==> src/rtl/piece_move_animator.sv <==
// Slides one chess piece from a source square to a destination square, one bounded step per
// video frame, and reports landing and capture events to the board and sprite logic.
module piece_move_animator #(
  parameter int unsigned SQUARE = 60,
  parameter int unsigned STEP   = 4
) (
  input  logic       vga_clk,
  input  logic       reset_n,
  input  logic       frame_start,
  input  logic       move_valid,
  output logic       move_ready,
  input  logic [4:0] piece_id,
  input  logic [2:0] from_col,
  input  logic [2:0] from_row,
  input  logic [2:0] to_col,
  input  logic [2:0] to_row,
  input  logic       capture,
  input  logic [4:0] victim_id,
  input  logic       cancel,
  output logic       anim_active,
  output logic [4:0] anim_piece,
  output logic [9:0] offsetX,
  output logic [9:0] offsetY,
  output logic       done,
  output logic       capture_pulse,
  output logic [4:0] capture_id
);

  typedef enum logic [1:0] {StIdle, StMove, StLand} state_e;

  localparam logic [10:0] StepW = 11'(STEP);

  function automatic logic [9:0] sq_off(input logic [2:0] idx);
    return 10'(idx) * 10'(SQUARE);
  endfunction

  // Moves cur toward tgt by at most StepW, never past it.
  function automatic logic [9:0] step_axis(input logic [9:0] cur, input logic [9:0] tgt);
    logic signed [10:0] diff;
    logic [10:0]        mag;
    logic [10:0]        stp;
    diff = $signed({1'b0, tgt}) - $signed({1'b0, cur});
    mag  = diff[10] ? $unsigned(-diff) : $unsigned(diff);
    stp  = (mag < StepW) ? mag : StepW;
    return diff[10] ? (cur - stp[9:0]) : (cur + stp[9:0]);
  endfunction

  state_e     r_state, w_state;
  logic [4:0] r_piece, w_piece;
  logic [4:0] r_victim, w_victim;
  logic       r_capture, w_capture;
  logic [9:0] r_cur_x, w_cur_x;
  logic [9:0] r_cur_y, w_cur_y;
  logic [9:0] r_tgt_x, w_tgt_x;
  logic [9:0] r_tgt_y, w_tgt_y;
  logic [9:0] r_src_x, w_src_x;
  logic [9:0] r_src_y, w_src_y;
  logic [9:0] w_step_x, w_step_y;

  assign w_step_x = step_axis(r_cur_x, r_tgt_x);
  assign w_step_y = step_axis(r_cur_y, r_tgt_y);

  always_comb begin
    w_state   = r_state;
    w_piece   = r_piece;
    w_victim  = r_victim;
    w_capture = r_capture;
    w_cur_x   = r_cur_x;
    w_cur_y   = r_cur_y;
    w_tgt_x   = r_tgt_x;
    w_tgt_y   = r_tgt_y;
    w_src_x   = r_src_x;
    w_src_y   = r_src_y;
    unique case (r_state)
      StIdle: begin
        if (move_valid) begin
          w_piece   = piece_id;
          w_victim  = victim_id;
          w_capture = capture;
          w_cur_x   = sq_off(from_col);
          w_cur_y   = sq_off(from_row);
          w_src_x   = sq_off(from_col);
          w_src_y   = sq_off(from_row);
          w_tgt_x   = sq_off(to_col);
          w_tgt_y   = sq_off(to_row);
          w_state   = StMove;
        end
      end
      StMove: begin
        // Cancel wins over a coincident frame pulse.
        if (cancel) begin
          w_cur_x = r_src_x;
          w_cur_y = r_src_y;
          w_state = StIdle;
        end else if (frame_start) begin
          w_cur_x = w_step_x;
          w_cur_y = w_step_y;
          if ((w_step_x == r_tgt_x) && (w_step_y == r_tgt_y)) w_state = StLand;
        end
      end
      StLand:  w_state = StIdle;
      default: w_state = StIdle;
    endcase
  end

  always_ff @(posedge vga_clk or negedge reset_n) begin
    if (!reset_n) begin
      r_state   <= StIdle;
      r_piece   <= '0;
      r_victim  <= '0;
      r_capture <= 1'b0;
      r_cur_x   <= '0;
      r_cur_y   <= '0;
      r_tgt_x   <= '0;
      r_tgt_y   <= '0;
      r_src_x   <= '0;
      r_src_y   <= '0;
    end else begin
      r_state   <= w_state;
      r_piece   <= w_piece;
      r_victim  <= w_victim;
      r_capture <= w_capture;
      r_cur_x   <= w_cur_x;
      r_cur_y   <= w_cur_y;
      r_tgt_x   <= w_tgt_x;
      r_tgt_y   <= w_tgt_y;
      r_src_x   <= w_src_x;
      r_src_y   <= w_src_y;
    end
  end

  assign move_ready    = (r_state == StIdle);
  assign anim_active   = (r_state != StIdle);
  assign done          = (r_state == StLand);
  assign capture_pulse = (r_state == StLand) && r_capture;
  assign anim_piece    = r_piece;
  assign capture_id    = r_victim;
  assign offsetX       = r_cur_x;
  assign offsetY       = r_cur_y;

endmodule

==> config.mk <==
export PLATFORM = sky130hd
export DESIGN_NAME = piece_move_animator
export DESIGN_NICKNAME = d
export VERILOG_FILES = /design/src/rtl/piece_move_animator.sv
export SDC_FILE = /design/constraint.sdc
export NUM_CORES = 1
export LEC_CHECK = 0
export ABC_AREA = 1
export BUFFER_PORTS_ARGS = -buffer_cell sky130_fd_sc_hd__buf_2
export CELL_PAD_IN_SITES_DETAIL_PLACEMENT = 0
export CELL_PAD_IN_SITES_GLOBAL_PLACEMENT = 1
export CORE_UTILIZATION = 43
export CTS_CLUSTER_DIAMETER = 40
export DETAILED_ROUTE_END_ITERATION = 8
export PLACE_DENSITY = 0.88
export SETUP_SLACK_MARGIN = 0.1
export SKIP_LAST_GASP = 1
export SYNTH_ARGS = -nofsm -noshare
export SYNTH_HDL_FRONTEND = slang
export SYNTH_SLANG_ARGS = --single-unit
==> constraint.sdc <==
create_clock -name vga_clk -period 5.5 [get_ports vga_clk]
set_input_delay 0.55 -clock vga_clk [delete_from_list [all_inputs] [get_ports vga_clk]]
set_output_delay 0.55 -clock vga_clk [all_outputs]
set_load 0.03 [all_outputs]
==> impl_metrics.csv <==
group,metric,value,unit
run_status,outcome,"complete, no violations",
worst_setup_path,crit_slowest_cell,"dfrtp_1",
synthesis,yosys.area_share.simple,34.48,%
sta,tightest_slew,0.7858,ns
synthesis,syn_area,6158,sq um
synthesis,synth_fa_ha_area_share,16.33,%
detailed_routing,via_per_inst,4.968,
sta,timing.setup.tns,0,ns
sta,period_needed,4.815,ns
final_layout,diodes,0,
clocking,cts_buffers,9,
synthesis,yosysTopAreaCellShare,24.79,%
synthesis,ys_types,43,
synthesis,synth_cells,924,
worst_setup_path,critPathRequiredTime,5.71,ns
placed_design,globalplace.congestion,0.8796,
synthesis,ys_seq_area_share,24.79,%
final_layout,final_cell_mix,"nand2_1 (309), inv_1 (122), nor2_1 (71)",
synthesis,synthTopCellsByArea,"dfrtp_1 (25%), nand2_1 (19%), ha_1 (12%), inv_1 (7.4%), nand3_1 (5.2%)",
sta,rsz0062_at_grt,"no",
detailed_routing,drt_first_pass_iters,5,
floorplan,die_x,121.7,um
synthesis,synth_compound_area_share,10.89,%
clocking,cts_tree,"yes",
grt,grt_pass1_wl,26.12,mm
grt,grt_pass1_vias,5337,
final_layout,nNetsFinal,1087,
detailed_routing,routed_wirelength,15.70,mm
floorplan,rows,43,
clocking,clk-insertion-delay-late,0.34,ns
sta,clock_skew,0.005750,ns
grt,grt_max_degree,62,
clocking,root_buffer,"clkbuf_16",
sta,fmax,207.7,MHz
worst_setup_path,critical_path_class,"flip-flop to flip-flop",
placed_design,dp_hpwl,12.49,mm
floorplan,die_area,14800,sq um
worst_setup_path,slowest_delay,0.38,ns
synthesis,ys_seq_elements,61,
final_layout,mostFrequentLayoutCell,"nand2_1",
run,maxCapViolCount,0,
final_layout,drive_gt1_share,12.70,%
clocking,htree_levels,3,
sta,slew_violations,0,
synthesis,avgSynthCellArea,6.665,sq um
grt,antenna_found_initial,0,
grt,gr-usage-all-layers,22.45,%
synthesis,synth_top_family_by_area,"simple AND/OR/NAND/NOR gates",
placed_design,portBuffers,61,
sta,post-route-period-util,87.54,%
floorplan,die_h,121.7,um
sta,hold_viol,0,
floorplan,core_area,13930,sq um
floorplan,initial_core_util,44.20,%
final_layout,area_growth,14.12,%
sta,slew_headroom,47.61,%
grt,grt.overflow.total,0,
detailed_routing,initialDrtViolationCount,383,
clocking,clk_pin_slew_worst_paths,0.05,ns
detailed_routing,vias,5823,
synthesis,synthXorXnorAreaFrac,4.287,%
clocking,ctsHoldBuffers,0,
clocking,clockBufferDepth,2,
detailed_routing,final_antenna_net_count,0,
clocking,cts.sinks,61,
synthesis,synth_top_cell_by_area,"dfrtp_1",
synthesis,ys_warn_count,0,
worst_setup_path,crit_path_start_kind,"flip-flop",
worst_hold_path,min_path_type,"primary input to asynchronous set/reset pin",
sta,setup_violations,0,
detailed_routing,wire_per_inst,13.40,um
worst_setup_path,path_max_fanout,7,
worst_setup_path,cp.arrival,5.03,ns
synthesis,synth.mux.area_fraction,0,%
worst_setup_path,reg2reg_depth,31,
worst_setup_path,crit_top_cell,"nand2_1",
worst_setup_path,end_kind,"flip-flop",
floorplan,ioPinCount,62,
detailed_routing,drc,0,
[metrics by stage]
step | cell area [sq um] | hold slack [ns] | cells | worst slack [ns] | utilization (%)
2_1_floorplan | 6162 | 0.2544 | 925 | 1.097 | -
3_3_place_gp | 6660 | 0.4504 | 1154 | 0.5714 | 47.80
3_5_place_dp | 6660 | 0.4533 | 1154 | 0.6281 | 47.80
4_1_cts | 6987 | 0.4000 | 1170 | 0.5823 | 50.14
5_1_grt | 7028 | 0.4148 | 1172 | 0.1336 | 50.44
6_report | 7028 | 0.3812 | 1172 | 0.6855 | 50.44
[synthesized netlist by cell type, drive strengths merged]
library cell,count
a211oi,2
a21boi,1
a21o,1
a21oi,39
a22oi,6
a31oi,3
and2,2
and3,2
buf,1
clkbuf,14
clkinv,3
conb,1
dfrtp,61
fa,14
ha,58
inv,132
nand2,319
nand3,71
nand3b,4
nand4,13
nor2,77
nor3,3
o211a,1
o21ai,60
o21bai,1
o22ai,6
or2,2
xnor2,8
xnor3,2
xor2,17
[state kept, by name, indices dropped and copies added, names as in the netlist]
| signal | flops |
|---|---|
| r_tgt_x | 7 |
| capture_id | 5 |
| r_state | 2 |
| offsetY | 10 |
| r_tgt_y | 7 |
| anim_piece | 5 |
| r_capture | 1 |
| r_src_x | 7 |
| r_src_y | 7 |
| offsetX | 10 |
[final timing paths]
check,start,to,slack [ns]
min reg2reg,anim_piece[0],anim_piece[0],0.46
max,offsetX[5],r_state[0],0.69
max in group asynchronous,reset_n,offsetY[5],4.60
min,reset_n,capture_id[1],0.38
min in group vga_clk,piece_id[2],anim_piece[2],0.41
max reg2reg,offsetX[5],r_state[0],0.69
[logic make-up after synthesis]
family                   Yosys count
AND/OR/NAND/NOR                  493
buffers and inverters            150
AO/OA/AOI/OAI                    120
adder cells (fa/ha/maj)           72
flip-flops                        61
XOR/XNOR                          27
other                              1
[worst max-delay path, delay by kind of cell (launching register included)]
| family | cells | cell delay, ns |
|---|---|---|
| buffers and inverters | 3 | 0.25 |
| AND/OR/NAND/NOR | 19 | 1.96 |
| XOR/XNOR | 2 | 0.35 |
| adder cells (fa/ha/maj) | 3 | 0.94 |
| flip-flops | 1 | 0.38 |
| AO/OA/AOI/OAI | 4 | 0.78 |
[routing by layer]
metal / share of wire, % / up-vias / global-route usage [%] / wire, um
met2: 43 / 132 / 34.34 / 6735
met1: 51 / 2593 / 32.15 / 8027
met3: 4.2 / 21 / 3.605 / 654
met5: 0 / - / 0 / 0
met4: 1.8 / 0 / 7.330 / 286
li1: - / 3077 / - / -
[timing repair]
action	4_1_cts	5_1_grt
setup buffers	0	2
setup endpoints to repair	0	2
gates resized for setup	0	5
[cell type report]
type	count	area, sq um
sequential	61	1526
clock buffer	12	256.5
multi-input combinational	714	4100
inverter	135	506.7
fill	1392	6907
clock inverter	4	70.07
timing repair buffer	66	342.8
tap	180	225.2
Power is left out: the tool's default activity adds up to more than one toggle a clock period on the data nets, which glitch-free logic cannot reach.
